<file path="src/rtl/din_qualify_ctrl.sv">
// Purpose: synchronise D_IN, qualify it with a run-length filter, strobe/hold the capture path, then hold off.
// Latency: 2-cycle synchroniser, then qualification L cycles later; all outputs registered at the state edge.
// Backpressure: none; free-running controller, EN low returns it to IDLE on the next edge.
module din_qualify_ctrl #(
    parameter int CNT_W = 8,
    parameter int EVT_W = 8
) (
    input  logic             CLK,
    input  logic             RESETN,
    input  logic             EN,
    input  logic             D_IN,
    input  logic [CNT_W-1:0] QUAL_LEN,
    input  logic [CNT_W-1:0] HOLD_LEN,
    input  logic             CLR_CNT,
    output logic             Q_PULSE,
    output logic             Q_LEVEL,
    output logic             Q_N,
    output logic             BUSY,
    output logic [1:0]       STATE,
    output logic [EVT_W-1:0] EVT_CNT
);

    typedef enum logic [1:0] {
        ST_IDLE    = 2'd0,
        ST_COUNT   = 2'd1,
        ST_ASSERT  = 2'd2,
        ST_HOLDOFF = 2'd3
    } state_t;

    localparam logic [CNT_W-1:0] CNT_ONE = {{(CNT_W-1){1'b0}}, 1'b1};
    localparam logic [EVT_W-1:0] EVT_ONE = {{(EVT_W-1){1'b0}}, 1'b1};

    state_t           state_q, state_d;
    logic             s1_q, s2_q;
    logic [CNT_W-1:0] run_q, run_d;
    logic [CNT_W-1:0] hcnt_q, hcnt_d;
    logic [CNT_W-1:0] l_q, l_d;
    logic [CNT_W-1:0] h_q, h_d;
    logic [CNT_W-1:0] run_inc;
    logic [CNT_W-1:0] qual_eff;
    logic [CNT_W-1:0] hold_eff;
    logic             pulse_d;
    logic             level_d;
    logic             qualify;
    logic [EVT_W-1:0] evt_d;

    // A zero length means "one cycle" so the filter and hold-off can never stall.
    assign qual_eff = (QUAL_LEN == '0) ? CNT_ONE : QUAL_LEN;
    assign hold_eff = (HOLD_LEN == '0) ? CNT_ONE : HOLD_LEN;
    assign run_inc  = run_q + CNT_ONE;

    // Two-flop synchroniser for the asynchronous raw input.
    always_ff @(posedge CLK) begin
        if (!RESETN) begin
            s1_q <= 1'b0;
            s2_q <= 1'b0;
        end else begin
            s1_q <= D_IN;
            s2_q <= s1_q;
        end
    end

    // Next-state, counter and output decode; EN low wins over every state.
    always_comb begin
        state_d = state_q;
        run_d   = run_q;
        hcnt_d  = hcnt_q;
        l_d     = l_q;
        h_d     = h_q;
        pulse_d = 1'b0;
        level_d = Q_LEVEL;
        qualify = 1'b0;

        if (!EN) begin
            state_d = ST_IDLE;
            run_d   = '0;
            hcnt_d  = '0;
            level_d = 1'b0;
        end else begin
            case (state_q)
                ST_IDLE: begin
                    if (s2_q) begin
                        // Config is frozen here for the whole busy period.
                        l_d = qual_eff;
                        h_d = hold_eff;
                        if (qual_eff == CNT_ONE) begin
                            state_d = ST_ASSERT;
                            qualify = 1'b1;
                        end else begin
                            state_d = ST_COUNT;
                            run_d   = CNT_ONE;
                        end
                    end
                end
                ST_COUNT: begin
                    if (!s2_q) begin
                        state_d = ST_IDLE;
                        run_d   = '0;
                    end else if (run_inc == l_q) begin
                        state_d = ST_ASSERT;
                        run_d   = '0;
                        qualify = 1'b1;
                    end else begin
                        run_d = run_inc;
                    end
                end
                ST_ASSERT: begin
                    if (!s2_q) begin
                        state_d = ST_HOLDOFF;
                        hcnt_d  = CNT_ONE;
                        level_d = 1'b0;
                    end
                end
                ST_HOLDOFF: begin
                    // Input is ignored; exactly H cycles are spent here.
                    if (hcnt_q == h_q) begin
                        state_d = ST_IDLE;
                        hcnt_d  = '0;
                    end else begin
                        hcnt_d = hcnt_q + CNT_ONE;
                    end
                end
                default: begin
                    state_d = ST_IDLE;
                end
            endcase
        end

        if (qualify) begin
            pulse_d = 1'b1;
            level_d = 1'b1;
        end

        // Clear first, then count, so a coincident clear and qualify leaves one.
        evt_d = EVT_CNT;
        if (CLR_CNT) begin
            evt_d = '0;
        end
        if (qualify) begin
            evt_d = evt_d + EVT_ONE;
        end
    end

    // State, counters, latched config and registered outputs all update together.
    always_ff @(posedge CLK) begin
        if (!RESETN) begin
            state_q <= ST_IDLE;
            run_q   <= '0;
            hcnt_q  <= '0;
            l_q     <= CNT_ONE;
            h_q     <= CNT_ONE;
            Q_PULSE <= 1'b0;
            Q_LEVEL <= 1'b0;
            Q_N     <= 1'b1;
            BUSY    <= 1'b0;
            EVT_CNT <= '0;
        end else begin
            state_q <= state_d;
            run_q   <= run_d;
            hcnt_q  <= hcnt_d;
            l_q     <= l_d;
            h_q     <= h_d;
            Q_PULSE <= pulse_d;
            Q_LEVEL <= level_d;
            Q_N     <= ~level_d;
            BUSY    <= (state_d != ST_IDLE);
            EVT_CNT <= evt_d;
        end
    end

    assign STATE = state_q;

endmodule

</file>
<file path="config.mk">
export PLATFORM = sky130hd
export DESIGN_NAME = din_qualify_ctrl
export DESIGN_NICKNAME = d
export VERILOG_FILES = /design/src/rtl/din_qualify_ctrl.sv
export SDC_FILE = /design/constraint.sdc
export NUM_CORES = 1
export LEC_CHECK = 0
export CAP_MARGIN = 20
export CORE_MARGIN = 2
export CORE_UTILIZATION = 57
export CTS_BUF_LIST = sky130_fd_sc_hd__clkbuf_8
export DETAILED_ROUTE_END_ITERATION = 8
export PLACE_DENSITY = 0.8
export SLEW_MARGIN = 40
export SYNTH_ARGS = -nofsm -noshare
export SYNTH_HDL_FRONTEND = slang
export SYNTH_SLANG_ARGS = --single-unit
</file>
<file path="constraint.sdc">
create_clock -name CLK -period 2.5 [get_ports CLK]
set_input_delay 0.25 -clock CLK [delete_from_list [all_inputs] [get_ports CLK]]
set_output_delay 0.25 -clock CLK [all_outputs]
set_load 0.05 [all_outputs]
</file>
==> flow_summary.json <==
{
  "critPathTopFamily": "simple AND/OR/NAND/NOR gates",
  "ys_ff_latch": 48,
  "hp-class": "reg -> reg",
  "cap_violations": 0,
  "synthFlopType": "dfxtp_1",
  "required_ns": 2.73,
  "syn_area_sq_um": 2559,
  "cts.sinks": 48,
  "slew_headroom": 0.6159,
  "clk_pin_slew_ns": 0.09,
  "core-area_sq_um": 4354,
  "syn-num-nets": 340,
  "layout.nets": 375,
  "cts_buffer_depth": 2,
  "cts_root_buf": "clkbuf_8",
  "drive_above_1_share": 0.1168,
  "first_pass_iters": 5,
  "timing.fmax_ghz": 0.4314,
  "crit_slowest_cell": "dfxtp_1",
  "grt_use_total": 0.2492,
  "ys_types": 51,
  "via_per_inst": 5.707,
  "ioPinCount": 35,
  "antenna_left": 0,
  "setup_viol": 0,
  "crit_chain": "and3_2 > nand2_4 > a2111oi_4 > and2_4 > a21boi_2 > or4_1 > a21oi_1",
  "drt-initial-drc-count": 105,
  "num_antenna_cells": 0,
  "initial_utilization": 0.5876,
  "synth_edf_count": 0,
  "path_class": "reg -> reg",
  "skew_ns": 0.009013,
  "p_leak_nw": 1.109,
  "antenna_found_initial": 0,
  "ir_drop_uv": 396.0,
  "gp_congestion": 0.8910,
  "cts_tree": "yes",
  "grt_pass1_vias": 2191,
  "maxSlewViolCount": 0,
  "critPathLaunchType": "flop",
  "area_growth_pct": 21.47,
  "synth_top_area_cell": "dfxtp_1",
  "setup_slack_ns": 0.1818,
  "dieHeight_microns": 71,
  "critPathBufInv": 0,
  "setup_tns_ns": 0,
  "final_common_cell": "nand2_1",
  "status": "completed",
  "min_period_ns": 2.318,
  "wl_per_cell_microns": 14.55,
  "endpoint_kind": "flop",
  "fp.dieW_microns": 71,
  "grt_max_degree": 23,
  "power.density_nw_per_um2": 493.9,
  "die_area_sq_um": 5041,
  "async_flop_share": 0,
  "hpwl_mm": 4.374,
  "vias": 2300,
  "cp.arrival_ns": 2.55,
  "final_cell_mix": "50 x nand2_1, 45 x dfxtp_1, 34 x clkdlybuf4s50_1, 30 x a21oi_1, 21 x nor2_1",
  "crit_fanout": 7,
  "synth_area_leaders": "dfxtp_1 38%, nand2_1 7.3%, a21oi_1 5.9%",
  "yosysWarnings": 0,
  "tightest_slew_ns": 0.5741,
  "cts-buffers-inserted": 5,
  "syn_inst": 316,
  "cpPeakStageDelay_ns": 0.49,
  "pre_cts_ws_ns": 0.03727,
  "fill_cells": 341,
  "min_period_over_period": 0.9273,
  "syn_area_per_cell_sq_um": 8.097,
  "hold_viol": 0,
  "drt-total-wl_mm": 5.863,
  "globalRouteOverflowTotal": 0,
  "clock_latency_ns": 0.30,
  "io_buffers": 34,
  "rows": 24,
  "synth.top_cell.area_share": 0.3756,
  "yosysSeqAreaShare": 0.3756,
  "ctsHtreeMaxLevel": 2,
  "post-route-drc-count": 0,
  "grt_pass1_wl_mm": 10.06
}
## repair_timing
action,CTS,global route
endpoints found under the setup margin,0,6
gates resized for setup,0,6
hold buffers,0,0
buffers inserted,0,1
## kinds of logic after synthesis
| logic type | count (synthesis) | share of synthesized area |
|---|---|---|
| compound gates | 79 | 0.2137 |
| xor+xnor | 15 | 0.05135 |
| fa+ha+maj | 3 | 0.01467 |
| buf+inv | 26 | 0.04450 |
| flops | 48 | 0.3755 |
| mux | 3 | 0.01222 |
| simple gates | 142 | 0.2880 |
## layer usage
metal | share of wire | up-vias | GRT usage
met1 | 0.43 | 1076 | 0.3002
li1 | - | 1176 | -
met4 | 0.018 | 0 | 0.08386
met5 | 0 | - | 0
met2 | 0.53 | 39 | 0.4434
met3 | 0.025 | 9 | 0.04843
## worst paths after layout
path             from    endpoint  slack (ns)  cells past startpoint
max          run_q[4]  EVT_CNT[3]        0.18                      7
min              s1_q        s2_q        0.44                      1
max reg2reg  run_q[4]  EVT_CNT[3]        0.18                      7
min reg2reg      s1_q        s2_q        0.44                      1
## worst register-to-register path: stages (launching register included)
cell	delay, ns
dfxtp_1	0.49
and3_2	0.31
nand2_4	0.08
a2111oi_4	0.41
and2_4	0.23
a21boi_2	0.10
or4_1	0.48
a21oi_1	0.15
## Yosys cell counts (2+ instances only)
cell type,count
or3_1,3
ha_1,3
buf_4,4
nand4_1,6
o211ai_1,2
o21a_1,2
nor3_1,4
a31oi_1,9
and2_2,2
nand3_1,15
and3_1,4
o2111ai_1,2
o31ai_1,5
clkbuf_1,13
nor3b_1,4
nand3b_1,3
xnor2_1,12
inv_1,8
xor2_1,3
nor2b_1,8
nand2_1,50
a21oi_1,30
a22oi_1,2
nand2b_1,4
dfxtp_1,48
o211a_1,2
o21ai_0,13
or4_1,4
mux2i_1,2
or2_2,2
a21o_1,3
and2_1,5
nor2_1,21
## registers in the layout (all words and copies together) (netlist names)
name / count
STATE: 2
EVT_CNT: 8
Q_N: 1
BUSY: 1
l_q: 8
hcnt_q: 8
run_q: 8
h_q: 8
s2_q: 1
Q_PULSE: 1
s1_q: 1
Q_LEVEL: 1
## metrics by stage
stage | hold WS [ns] | std cells | power, mW | cell area [sq um] | utilization
after global placement | 0.4271 | 395 | 0.9072 | 2963 | 0.6805
after detailed placement | 0.4281 | 395 | 0.9087 | 2963 | 0.6805
after global routing | 0.4762 | 403 | 1.595 | 3108 | 0.7138
final | 0.4420 | 403 | 1.535 | 3108 | 0.7138
after CTS | 0.4475 | 402 | 1.545 | 3092 | 0.7101
after floorplan | 0.3773 | 316 | 0.8523 | 2559 | -
## cell type report
class,instances,area [sq um],area share
multi-input combinational,242,1489,0.4791
sequential,48,964.7,0.3104
timing repair buffer,46,430.4,0.1385
clock buffer,5,68.82,0.02214
tap,52,65.06,0.02093
clock inverter,2,60.06,0.01932
inverter,8,30.03,0.009662
## power by group
part	leakage [nW]	internal, mW	switching (mW)
combinational	0.655	0.0581	0.0572
clock	0.0642	0.394	0.248
sequential	0.389	0.772	0.00626
total	1.11	1.22	0.312
Note: power is estimated with default switching activity, not from simulation.
